$ cat src/rtl/taxi_prbs_check.sv
//==============================================================================
// Module      : taxi_prbs_check
// Description : Self-synchronising PRBS checker with lock FSM and saturating
//               error counters. The optional bit-error popcount is built only
//               when TAXI_PRBS_CHECK_BIT_CNT_EN is defined.
// Revision    : 1.0 - initial release
//==============================================================================
`default_nettype none

module taxi_prbs_check #(
  parameter int                LFSR_W      = 31,
  parameter logic [LFSR_W-1:0] LFSR_POLY   = 31'h10000001,
  parameter logic              LFSR_INVERT = 1'b1,
  parameter logic              REVERSE     = 1'b0,
  parameter int                DATA_W      = 32,
  parameter int                ERR_CNT_W   = 32,
  parameter int                LOCK_CNT    = 64,
  parameter int                UNLOCK_CNT  = 4
) (
  input  logic                 clk,
  input  logic                 rst,
  input  logic [DATA_W-1:0]    data_in,
  input  logic                 data_valid,
  input  logic                 cnt_clr,
  output logic [DATA_W-1:0]    err_out,
  output logic                 err_valid,
  output logic                 locked,
  output logic [ERR_CNT_W-1:0] err_word_cnt,
  output logic [ERR_CNT_W-1:0] err_bit_cnt
);

  localparam int c_clean_w = $clog2(LOCK_CNT + 1);
  localparam int c_bad_w   = $clog2(UNLOCK_CNT + 1);

  typedef enum logic [0:0] {
    ST_HUNT = 1'b0,
    ST_LOCK = 1'b1
  } state_t;

  state_t                r_fsm;
  state_t                w_fsm_next;
  logic [c_clean_w-1:0]  r_clean_run;
  logic [c_clean_w-1:0]  w_clean_next;
  logic [c_bad_w-1:0]    r_bad_run;
  logic [c_bad_w-1:0]    w_bad_next;

  logic [LFSR_W-1:0]     r_state;
  logic [LFSR_W-1:0]     w_state_next;
  logic [LFSR_W-1:0]     w_s;
  logic                  w_fb;
  logic [DATA_W-1:0]     w_d;
  logic [DATA_W-1:0]     w_d_ord;
  logic [DATA_W-1:0]     w_err_ord;
  logic [DATA_W-1:0]     w_err;
  logic                  w_bad;

  logic [DATA_W-1:0]     r_err;
  logic                  r_err_valid;
  logic                  r_bad;
  logic [ERR_CNT_W-1:0]  r_word_cnt;
  logic                  w_count;

  assign w_d = data_in ^ {DATA_W{LFSR_INVERT}};

  // Feed-forward Fibonacci: the received bit is shifted in, the tap XOR is the
  // prediction. Bits are processed in shift order (w_d_ord[DATA_W-1] first).
  always_comb begin
    w_d_ord   = '0;
    w_err_ord = '0;
    w_err     = '0;
    w_fb      = 1'b0;
    for (int i = 0; i < DATA_W; i++) begin
      w_d_ord[i] = REVERSE ? w_d[DATA_W-1-i] : w_d[i];
    end
    w_s = r_state;
    for (int i = DATA_W - 1; i >= 0; i--) begin
      w_fb = w_s[LFSR_W-1];
      for (int j = 1; j < LFSR_W; j++) begin
        if (LFSR_POLY[j]) begin
          w_fb = w_fb ^ w_s[j-1];
        end
      end
      w_err_ord[i] = w_fb ^ w_d_ord[i];
      w_s          = {w_s[LFSR_W-2:0], w_d_ord[i]};
    end
    w_state_next = w_s;
    for (int i = 0; i < DATA_W; i++) begin
      w_err[i] = REVERSE ? w_err_ord[DATA_W-1-i] : w_err_ord[i];
    end
  end

  // An all-zero state means stuck input; never treat that as clean.
  assign w_bad = (|w_err) || (w_state_next == '0);

  always_ff @(posedge clk) begin
    if (rst) begin
      r_state     <= '0;
      r_err       <= '0;
      r_err_valid <= 1'b0;
      r_bad       <= 1'b0;
    end else begin
      r_err_valid <= data_valid;
      if (data_valid) begin
        r_state <= w_state_next;
        r_err   <= w_err;
        r_bad   <= w_bad;
      end
    end
  end

  always_ff @(posedge clk) begin
    if (rst) begin
      r_fsm       <= ST_HUNT;
      r_clean_run <= '0;
      r_bad_run   <= '0;
    end else begin
      r_fsm       <= w_fsm_next;
      r_clean_run <= w_clean_next;
      r_bad_run   <= w_bad_next;
    end
  end

  always_comb begin
    w_fsm_next   = r_fsm;
    w_clean_next = r_clean_run;
    w_bad_next   = r_bad_run;
    if (r_err_valid) begin
      case (r_fsm)
        ST_HUNT: begin
          if (r_bad) begin
            w_clean_next = '0;
          end else if (r_clean_run == c_clean_w'(LOCK_CNT - 1)) begin
            w_fsm_next   = ST_LOCK;
            w_clean_next = '0;
            w_bad_next   = '0;
          end else begin
            w_clean_next = r_clean_run + c_clean_w'(1);
          end
        end
        ST_LOCK: begin
          if (!r_bad) begin
            w_bad_next = '0;
          end else if (r_bad_run == c_bad_w'(UNLOCK_CNT - 1)) begin
            w_fsm_next   = ST_HUNT;
            w_clean_next = '0;
            w_bad_next   = '0;
          end else begin
            w_bad_next = r_bad_run + c_bad_w'(1);
          end
        end
        default: begin
          w_fsm_next   = ST_HUNT;
          w_clean_next = '0;
          w_bad_next   = '0;
        end
      endcase
    end
  end

  // Only words evaluated while locked are counted, including the one that unlocks.
  assign w_count = r_err_valid && r_bad && (r_fsm == ST_LOCK);

  always_ff @(posedge clk) begin
    if (rst || cnt_clr) begin
      r_word_cnt <= '0;
    end else if (w_count && !(&r_word_cnt)) begin
      r_word_cnt <= r_word_cnt + ERR_CNT_W'(1);
    end
  end

`ifdef TAXI_PRBS_CHECK_BIT_CNT_EN
  localparam int c_pop_w = $clog2(DATA_W + 1);
  localparam int c_sum_w = ((ERR_CNT_W > c_pop_w) ? ERR_CNT_W : c_pop_w) + 1;
  localparam logic [ERR_CNT_W-1:0] c_cnt_max = '1;

  logic [c_pop_w-1:0]   w_pop;
  logic [c_pop_w-1:0]   r_pop;
  logic [c_sum_w-1:0]   w_bit_sum;
  logic [ERR_CNT_W-1:0] r_bit_cnt;

  always_comb begin
    w_pop = '0;
    for (int i = 0; i < DATA_W; i++) begin
      w_pop = w_pop + c_pop_w'(w_err[i]);
    end
  end

  always_ff @(posedge clk) begin
    if (rst) begin
      r_pop <= '0;
    end else if (data_valid) begin
      r_pop <= w_pop;
    end
  end

  assign w_bit_sum = c_sum_w'(r_bit_cnt) + c_sum_w'(r_pop);

  always_ff @(posedge clk) begin
    if (rst || cnt_clr) begin
      r_bit_cnt <= '0;
    end else if (w_count) begin
      if (w_bit_sum > c_sum_w'(c_cnt_max)) begin
        r_bit_cnt <= c_cnt_max;
      end else begin
        r_bit_cnt <= w_bit_sum[ERR_CNT_W-1:0];
      end
    end
  end

  assign err_bit_cnt = r_bit_cnt;
`else
  assign err_bit_cnt = '0;
`endif

  assign err_out      = r_err;
  assign err_valid    = r_err_valid;
  assign locked       = (r_fsm == ST_LOCK);
  assign err_word_cnt = r_word_cnt;

endmodule

`default_nettype wire

$ cat config.mk
export PLATFORM = sky130hd
export DESIGN_NAME = taxi_prbs_check
export DESIGN_NICKNAME = d
export VERILOG_FILES = /design/src/rtl/taxi_prbs_check.sv
export SDC_FILE = /design/constraint.sdc
export NUM_CORES = 1
export LEC_CHECK = 0
export CORE_MARGIN = 1.5
export CORE_UTILIZATION = 45
export DETAILED_ROUTE_END_ITERATION = 8
export GPL_TIMING_DRIVEN = 1
export PLACE_DENSITY = 0.79
export SLEW_MARGIN = 5
export SYNTH_ARGS = -nofsm -noshare
export SYNTH_HDL_FRONTEND = slang
export SYNTH_SLANG_ARGS = --single-unit
$ cat constraint.sdc
create_clock -name clk -period 2.9 [get_ports clk]
set_input_delay 0.435 -clock clk [delete_from_list [all_inputs] [get_ports clk]]
set_output_delay 0.435 -clock clk [all_outputs]
set_load 0.1 [all_outputs]
==> results.ini, run 1 <==
[cts]
cts_buffer_depth = 2
cts_sinks = 108
cts_root_buf = clkbuf_16
clk_pin_slew_ns = 0.07
cts_htree_levels = 3
clk_latency_ns = 0.35
tritoncts = yes
cts_hold_buf = 0
numCtsBuffers = 9
cts_setup_buffers = 0
cts-resized-gates = 0

[finish]
diodes = 0
nets = 715
finalCoreUtilization_pct = 55.6
final_cell_area_sq_um = 6320
multi_input_area_sq_um = 2780
fillCellCount = 1007
seq_area_sq_um = 2160
area_growth_pct = 21.2
drive_gt1_share_pct = 14.7

[floorplan]
row_count = 39
die_area_sq_um = 12200
die_h_um = 111
dieWidth_um = 111
io_pins = 134
start_util_pct = 45.9
coreArea_sq_um = 11400

[detailed_routing]
firstDrtPassIters = 5
wirelength_um = 12300
ant_nets = 0
drt_iter0_drc = 426
drc = 0
wl_per_cell_um = 14.9
viasPerCell = 5.47
vias = 4511

[grt]
grt_pass1_wl_um = 19900
first_global_vias = 4150
grt_usage_pct = 19.7
antenna_found_initial = 0
grt_start_max_net_pins = 76
overflow = 0

[yosys]
ys_ff_latch = 108
ys_warn_count = 0
avgSynthCellArea_sq_um = 8.79
ys_seq_area_share_pct = 41.5
ys_types = 48
synthCells = 593
netlist_area_sq_um = 5210

[timing]
worst_clock_skew_ns = 0.00764
rsz0062_at_grt = no
worst_pin_slew_ns = 0.769
max_freq_mhz = 413
relSlewSlack_pct = 48.8
post-route-period-util_pct = 83.5
maxSlewViolCount = 0
finalHoldViolCount = 0
setup_violations = 0
fin_tns_setup_ns = 0
min_period_ns = 2.42

[worst_setup_path]
required_ns = 3.17
critPathCaptureType = flop
arrival_ns = 2.69
cp_slowest_stage_delay_ns = 0.65
critPathKind = reg -> reg
cp-start-kind = flop
cp_max_fo = 9
crit_chain = nand4_1 > or4_1 > o2111ai_1 > o21ai_0 > a21oi_1
rrSetupSlack_ns = 0.48
slowest_stage = or4_1

[power]
p_leak_nw = 2.27
peakVddDrop_v = 0.000520
power_density_nw_per_um2 = 608

[placed_design]
hpwlAfterDp_um = 8820
dpl_cell_area_sq_um = 6010
place.port_buffers = 101
place_congestion = 0.871

[run_status]
status = finished, final reports clean

[worst_hold_path]
hold_class = in -> reg

[flow_run]
cap_violations = 0

[registers in the layout (all words and copies together), names as in the netlist]
register      cells
r_clean_run       7
locked            1
r_state          31
err_valid         1
err_word_cnt     32
r_bad_run         3
err_out          32
r_bad             1
[report_power, final]
| group | switching [mW] | internal (mW) | leakage [nW] |
|---|---|---|---|
| Sequential | 0.0664 | 1.56 | 0.888 |
| Clock | 0.579 | 0.684 | 0.145 |
| Combinational | 0.717 | 0.240 | 1.24 |
[cell type report]
| type | count | share of cell area (%) |
|---|---|---|
| Sequential cell | 108 | 34.3 |
| Inverter | 3 | 0.178 |
| Multi-Input combinational cell | 449 | 43.9 |
| Tap cell | 143 | 2.83 |
| Timing Repair Buffer | 105 | 13.9 |
| Clock buffer | 9 | 3.56 |
| Clock inverter | 7 | 1.31 |
[cell usage in the layout (no fill, tap or decap), drive strengths merged, types with 2 or more instances in the layout]
cell type      count
nor2              86
nor3               9
nand4b             2
or4                7
or2                3
a31oi              2
o21ai             14
nor4              11
o31ai              5
dfxtp            108
clkdlybuf4s50     33
a21oi             26
a211oi            61
buf               72
xnor2             73
clkinvlp           2
a31o               2
nand2             20
nand3             20
mux2i              4
conb              32
nand4             24
nor2b              3
xor2               6
a21o               2
ha                 3
nand2b             2
clkbuf             9
and3               5
inv                6
and4               4
or3               14
[routing by layer]
metal	routed length, um	GRT usage, %
met3	857	6.26
met4	59	3.76
met5	0	0
met2	5910	33.3
met1	5470	24.8
[critical path, delay by kind of cell (launching register included)]
family,cells,cell delay [ns]
compound gates,3,0.98
flops,1,0.47
simple gates,2,0.91
[synth_stat cells, drive strengths merged]
cell type,n,area share (%)
or2,3,0.36
a21oi,26,2.5
xnor2,73,12
a31o,2,0.34
o21bai,1,0.14
xor2,6,1.0
o2111ai,1,0.17
a31oi,2,0.24
o211a,1,0.19
ha,3,0.72
o21ai,14,1.3
a21boi,1,0.14
nand4,24,3.1
nand3b,1,0.14
o31ai,5,0.72
o211ai,1,0.14
o31a,1,0.17
nor3,9,0.86
or4,7,1.1
nand2b,2,0.24
mux2i,4,0.77
and3,5,0.62
a211oi,61,8.8
clkbuf,26,1.9
a21o,2,0.29
dfxtp,108,41
or3,14,1.7
nand4b,2,0.34
nand3,20,1.9
nor4,11,1.6
inv,3,0.22
conb,1,0.072
nand2,20,1.4
and4,4,0.67
nor2b,3,0.36
nor2,86,6.2
o21a,1,0.14
buf,38,5.4
nand4bb,1,0.22
[stage by stage]
step                      setup slack, ns  total power, mW  std cells  hold slack [ns]
after floorplan                    0.0505             2.45        624            0.422
after global placement              0.613             2.60        808            0.438
after detailed placement            0.520             2.61        808            0.454
after CTS                           0.508             3.88        824            0.427
after global routing                0.314             3.98        824            0.464
final                               0.478             3.84        824            0.439
[worst paths after layout]
path,from,end,cells after the start
hold reg to reg,r_bad_run[2],r_bad_run[2],2
setup / recovery,err_word_cnt[23],err_word_cnt[25],5
setup reg to reg,err_word_cnt[23],err_word_cnt[25],5
hold / removal,rst,err_word_cnt[21],3
[kinds of logic (layout without fill, tap and decap cells)]
| kind of cell | Yosys count | after routing | synth area share [%] |
|---|---|---|---|
| buf+inv | 67 | 124 | 7.51 |
| compound gates | 119 | 119 | 15.3 |
| fa+ha+maj | 3 | 3 | 0.720 |
| simple gates | 212 | 212 | 20.9 |
| other cells | 1 | 32 | 0.0719 |
| mux | 4 | 4 | 0.768 |
| xor+xnor | 79 | 79 | 13.3 |
| flops | 108 | 108 | 41.5 |
No activity file was read; power rests on OpenSTA's default activity.
==> run 2, diff against run 1 <==
==> constraint.sdc (replaced) <==
create_clock -name clk -period 2.4 [get_ports clk]
set_input_delay 0.36 -clock clk [delete_from_list [all_inputs] [get_ports clk]]
set_output_delay 0.36 -clock clk [all_outputs]
set_load 0.1 [all_outputs]
==> results.ini, run 2 (synthesized netlist as in run 1, its figures left out) <==
[run_status]
status = finished, final reports clean

[finish]
finalCoreUtilization_pct = 56.7  ; +1.1 points
diodes = 0  ; unchanged
drive_gt1_share_pct = 19.9  ; +5.3 points
multi_input_area_sq_um = 2790  ; +0.45%
area_growth_pct = 23.7
fillCellCount = 985  ; -2.2%
final_common_cell = nor2_1
final_cell_area_sq_um = 6450  ; +2.0%
nets = 722  ; +0.98%
seq_area_sq_um = 2210  ; +2.3%
final_cell_mix = nor2_1, buf_4, dfxtp_1

[worst_setup_path]
cp_max_fo = 6  ; -3
crit_chain = ha_4 > nand4_2 > or2_0 > or4_4 > or3_1 > a21oi_1
critPathCaptureType = flop
arrival_ns = 2.42  ; -0.27 ns
slowest_stage = or4_4
required_ns = 2.67  ; -0.50 ns
critPathKind = reg -> reg
cp_slowest_stage_delay_ns = 0.58  ; -0.07 ns
cp-start-kind = flop

[cts]
clk_pin_slew_ns = 0.07  ; about the same
cts_setup_buffers = 0  ; unchanged
clk_latency_ns = 0.35  ; about the same
cts-resized-gates = 0  ; unchanged
numCtsBuffers = 9  ; unchanged
cts_sinks = 108  ; unchanged
cts_hold_buf = 0  ; unchanged
cts_root_buf = clkbuf_16
cts_buffer_depth = 2  ; unchanged
tritoncts = yes
cts_htree_levels = 3  ; unchanged

[power]
peakVddDrop_v = 0.000466  ; -10%
finalPower_mw = 4.67  ; +21%
p_leak_nw = 2.32  ; +2.3%
power_density_nw_per_um2 = 724  ; +19%

[placed_design]
hpwlAfterDp_um = 9140  ; +3.7%
place.port_buffers = 101  ; unchanged
dpl_cell_area_sq_um = 6140  ; +2.1%
place_congestion = 0.901  ; +3.4%

[grt]
overflow = 0  ; unchanged
grt_util_met2_pct = 33.6  ; +0.29 points
grtUsageMet3_pct = 5.54  ; -0.71 points
use_met1_pct = 25.0  ; +0.19 points
grt_start_max_net_pins = 73  ; -3.9%
first_global_vias = 4226  ; +1.8%
antenna_found_initial = 0  ; unchanged
grt_usage_pct = 20.1  ; +0.39 points
grt_pass1_wl_um = 20300  ; +1.7%
grt-busiest-layer = met2

[floorplan]
coreArea_sq_um = 11400  ; unchanged
dieWidth_um = 111  ; unchanged
die_area_sq_um = 12200  ; unchanged
die_h_um = 111  ; unchanged
row_count = 39  ; unchanged
start_util_pct = 45.9  ; unchanged
io_pins = 134  ; unchanged

[timing]
post-route-period-util_pct = 89.8  ; +6.3 points
relSlewSlack_pct = 49.9  ; +1.2 points
min_period_ns = 2.15  ; -0.268 ns
worst_clock_skew_ns = 0.0105  ; +0.00288 ns
worst_pin_slew_ns = 0.751  ; -0.0173 ns
setup_violations = 0  ; unchanged
finalHoldViolCount = 0  ; unchanged
rsz0062_at_grt = no
max_freq_mhz = 464  ; +12%
maxSlewViolCount = 0  ; unchanged

[detailed_routing]
ant_nets = 0  ; unchanged
firstDrtPassIters = 4  ; -1
drt_iter0_drc = 363  ; -15%
wirelength_um = 12400  ; +0.68%
viasPerCell = 5.50  ; +0.49%
drc = 0  ; unchanged
wl_per_cell_um = 14.9  ; about the same
vias = 4566  ; +1.2%

[flow_run]
cap_violations = 0  ; unchanged

[worst_hold_path]
hold_class = in -> reg

==> run 2: through the flow <==
stage	hold WS [ns]	cells	TNS [ns]	setup slack (ns)
final	0.349	830	0	0.245
after global routing	0.377	830	0	0.158
after CTS	0.330	830	0	0.241
after detailed placement	0.446	815	0	0.264
after global placement	0.436	815	0	0.343
after floorplan	0.422	624	-0.0248	-0.0248
==> run 2: area by class of cell <==
class                   instances  area share [%]
multi-input cells             449            43.2
repair buffers                112            14.7
flip-flops and latches        108            34.3
well taps                     143            2.77
inverters                       3           0.175
clock buffers                  11            3.61
clock inverters                 4            1.18
==> run 2: worst max-delay path, delay by kind of cell, from the launching register on <==
family	cells	cell delay (ns)
fa+ha+maj	1	0.15
compound gates	1	0.16
simple gates	4	1.39
flops	1	0.38
==> run 2: worst paths after layout <==
kind	start	to	cells after the start	slack, ns
max	err_word_cnt[0]	err_word_cnt[28]	6	0.25
min	rst	err_word_cnt[19]	3	0.35
max reg2reg	err_word_cnt[0]	err_word_cnt[28]	6	0.25
min reg2reg	r_clean_run[6]	r_clean_run[6]	2	0.46
==> run 2: layer usage <==
layer  part of all wire [%]  routed length [um]
met5                      0                   0
met4                    1.4                 172
met3                    6.8                 838
met2                     49                6040
met1                     43                5330
==> run 2: report_power, final <==
part	internal, mW	switching (mW)	leakage, nW
Combinational	0.294	0.869	1.27
Clock	0.911	0.631	0.146
Sequential	1.88	0.0790	0.906
==> run 3, diff against run 2 <==
--- a/config.mk
+++ b/config.mk
@@ -5,6 +5,7 @@
 export SDC_FILE = /design/constraint.sdc
 export NUM_CORES = 1
 export LEC_CHECK = 0
+export CORE_ASPECT_RATIO = 1.2
 export CORE_MARGIN = 1.5
 export CORE_UTILIZATION = 45
 export DETAILED_ROUTE_END_ITERATION = 8
==> results.ini, run 3 (synthesized netlist as in run 1, its figures left out) <==
[worst_setup_path]
cp_max_fo = 6  ; unchanged
slowest_stage = or4_4
arrival_ns = 2.39  ; -0.03 ns
critPathKind = reg -> reg
cp-start-kind = flop
critPathCaptureType = flop
required_ns = 2.66  ; about the same
cp_slowest_stage_delay_ns = 0.58  ; about the same
path_buf_inv = 0  ; unchanged
r2r_start = err_word_cnt[0]
path_delay_family = simple AND/OR/NAND/NOR gates
setup.worst_path.start = err_word_cnt[0]
crit_chain = ha_4 > nand4_2 > or2_0 > or4_4 > or3_1 > a21oi_1

[timing]
hold_ws_ns = 0.376  ; +0.0273 ns
maxSlewViolCount = 0  ; unchanged
post-route-period-util_pct = 88.6  ; -1.2 points
relSlewSlack_pct = 50.7  ; +0.80 points
min_period_ns = 2.13  ; -0.0287 ns
rsz0062_at_grt = no
worst_clock_skew_ns = 0.00747  ; -0.00305 ns
max_freq_mhz = 470  ; +1.3%
fin_ws_ns = 0.274  ; +0.0287 ns
setup_violations = 0  ; unchanged
worst_pin_slew_ns = 0.739  ; -0.0120 ns
finalHoldViolCount = 0  ; unchanged

[power]
p_leak_nw = 2.31  ; -0.42%
swShare_pct = 35.0  ; +1.1 points
clkPwrFrac_pct = 30.9  ; -2.1 points
power_density_nw_per_um2 = 702  ; -3.0%
switchingPower_mw = 1.58  ; about the same
peakVddDrop_v = 0.000472  ; +1.4%
comb_power_share_pct = 25.6  ; +0.7 points
power.internal_mw = 2.94  ; -4.8%
p_seq_share_pct = 43.5  ; +1.5 points

[cts]
clk_latency_ns = 0.34  ; about the same
tritoncts = yes
numCtsBuffers = 9  ; unchanged
cts_root_buf = clkbuf_16
cts_buffer_depth = 2  ; unchanged
cts_sinks = 108  ; unchanged
clk_pin_slew_ns = 0.07  ; about the same
cts_htree_levels = 3  ; unchanged
cts_hold_buf = 0  ; unchanged
cts-resized-gates = 0  ; unchanged
cts_setup_buffers = 0  ; unchanged

[placed_design]
dpl_cell_area_sq_um = 6150  ; +0.22%
place_congestion = 0.882  ; -2.1%
dp_cells = 826  ; +1.3%
hpwlAfterDp_um = 9090  ; -0.59%
place.port_buffers = 101  ; unchanged
pre_cts_ws_ns = 0.295  ; +0.0310 ns

[flow_run]
cap_violations = 0  ; unchanged

[finish]
final-instance-count-excl-fill = 842  ; +1.4%
multi_input_area_sq_um = 2790  ; unchanged
final_cell_area_sq_um = 6430  ; -0.21%
final_cell_mix = nor2_1, buf_4, dfxtp_1
seq_area_sq_um = 2210  ; unchanged
diodes = 0  ; unchanged
nets = 722  ; unchanged
area_growth_pct = 23.4
final_common_cell = nor2_1
fillCellCount = 1019  ; +3.5%
drive_gt1_share_pct = 20.1  ; +0.12 points

[grt]
grt_usage_pct = 19.8  ; -0.29 points
first_global_vias = 4112  ; -2.7%
antenna_found_initial = 0  ; unchanged
overflow = 0  ; unchanged
grt_start_max_net_pins = 74  ; +1.4%
grt_pass1_wl_um = 19300  ; -5.0%

[detailed_routing]
drc = 0  ; unchanged
vias = 4537  ; -0.64%
firstDrtPassIters = 5  ; +1
viasPerCell = 5.39  ; -2.1%
wirelength_um = 12200  ; -1.8%
drt_iter0_drc = 253  ; -30%
ant_nets = 0  ; unchanged
wl_per_cell_um = 14.4  ; -3.2%

[floorplan]
dieWidth_um = 101  ; -8.5%
die_area_sq_um = 12200  ; about the same
start_util_pct = 46.8  ; +0.94 points
io_pins = 134  ; unchanged
coreArea_sq_um = 11100  ; -2.0%
row_count = 42  ; +7.7%
die_h_um = 121  ; +9.3%

[worst_hold_path]
hp-start = rst
hold_class = in -> reg

[run_status]
status = finished, final reports clean

==> run 3: worst reg2reg max path: cells and delay by family (launching register included) <==
family,cells,cell delay [ns]
AOI/OAI and AO/OA,1,0.14
adders and majority gates,1,0.16
DFF,1,0.39
and+or+nand+nor,4,1.36
==> run 3: power by group through the flow <==
stage / Sequential [mW] / Combinational (mW) / Clock (mW)
6_report: 1.96 / 1.16 / 1.39
3_3_place_gp: 2.00 / 1.15 / 0
2_1_floorplan: 2.36 / 0.588 / 0
5_1_grt: 1.97 / 1.21 / 1.53
4_1_cts: 1.96 / 1.16 / 1.43
3_5_place_dp: 2.00 / 1.16 / 0
==> run 3: layout make-up <==
class                   instances  area share [%]
clock buffers                  13            4.04
flip-flops and latches        108            34.4
well taps                     154            2.99
clock inverters                 3           0.331
repair buffers                112            14.7
inverters                       3           0.175
multi-input cells             449            43.3
==> run 3: through the flow <==
step                power (mW)  utilization, %  setup TNS, ns
global route              4.71            57.8              0
finish                    4.52            57.8              0
floorplan                 2.95               -        -0.0248
global placement          3.15            55.2              0
CTS                       4.56            57.8              0
detailed placement        3.16            55.2              0
==> run 3: per-layer routing <==
layer / vias to the layer above / wire [um] / share of wire [%] / global-route usage (%)
met5: - / 0 / 0 / 0
met4: 0 / 303 / 2.5 / 8.07
met3: 24 / 840 / 6.9 / 5.01
met2: 166 / 5980 / 49 / 33.3
met1: 2095 / 5030 / 41 / 23.9
li1: 2252 / - / - / -
==> run 3: final timing paths <==
kind	slack, ns	cells past startpoint	endpoint
max	0.27	6	err_word_cnt[28]
min	0.38	3	err_word_cnt[21]
max reg2reg	0.27	6	err_word_cnt[28]
min reg2reg	0.45	2	r_clean_run[6]
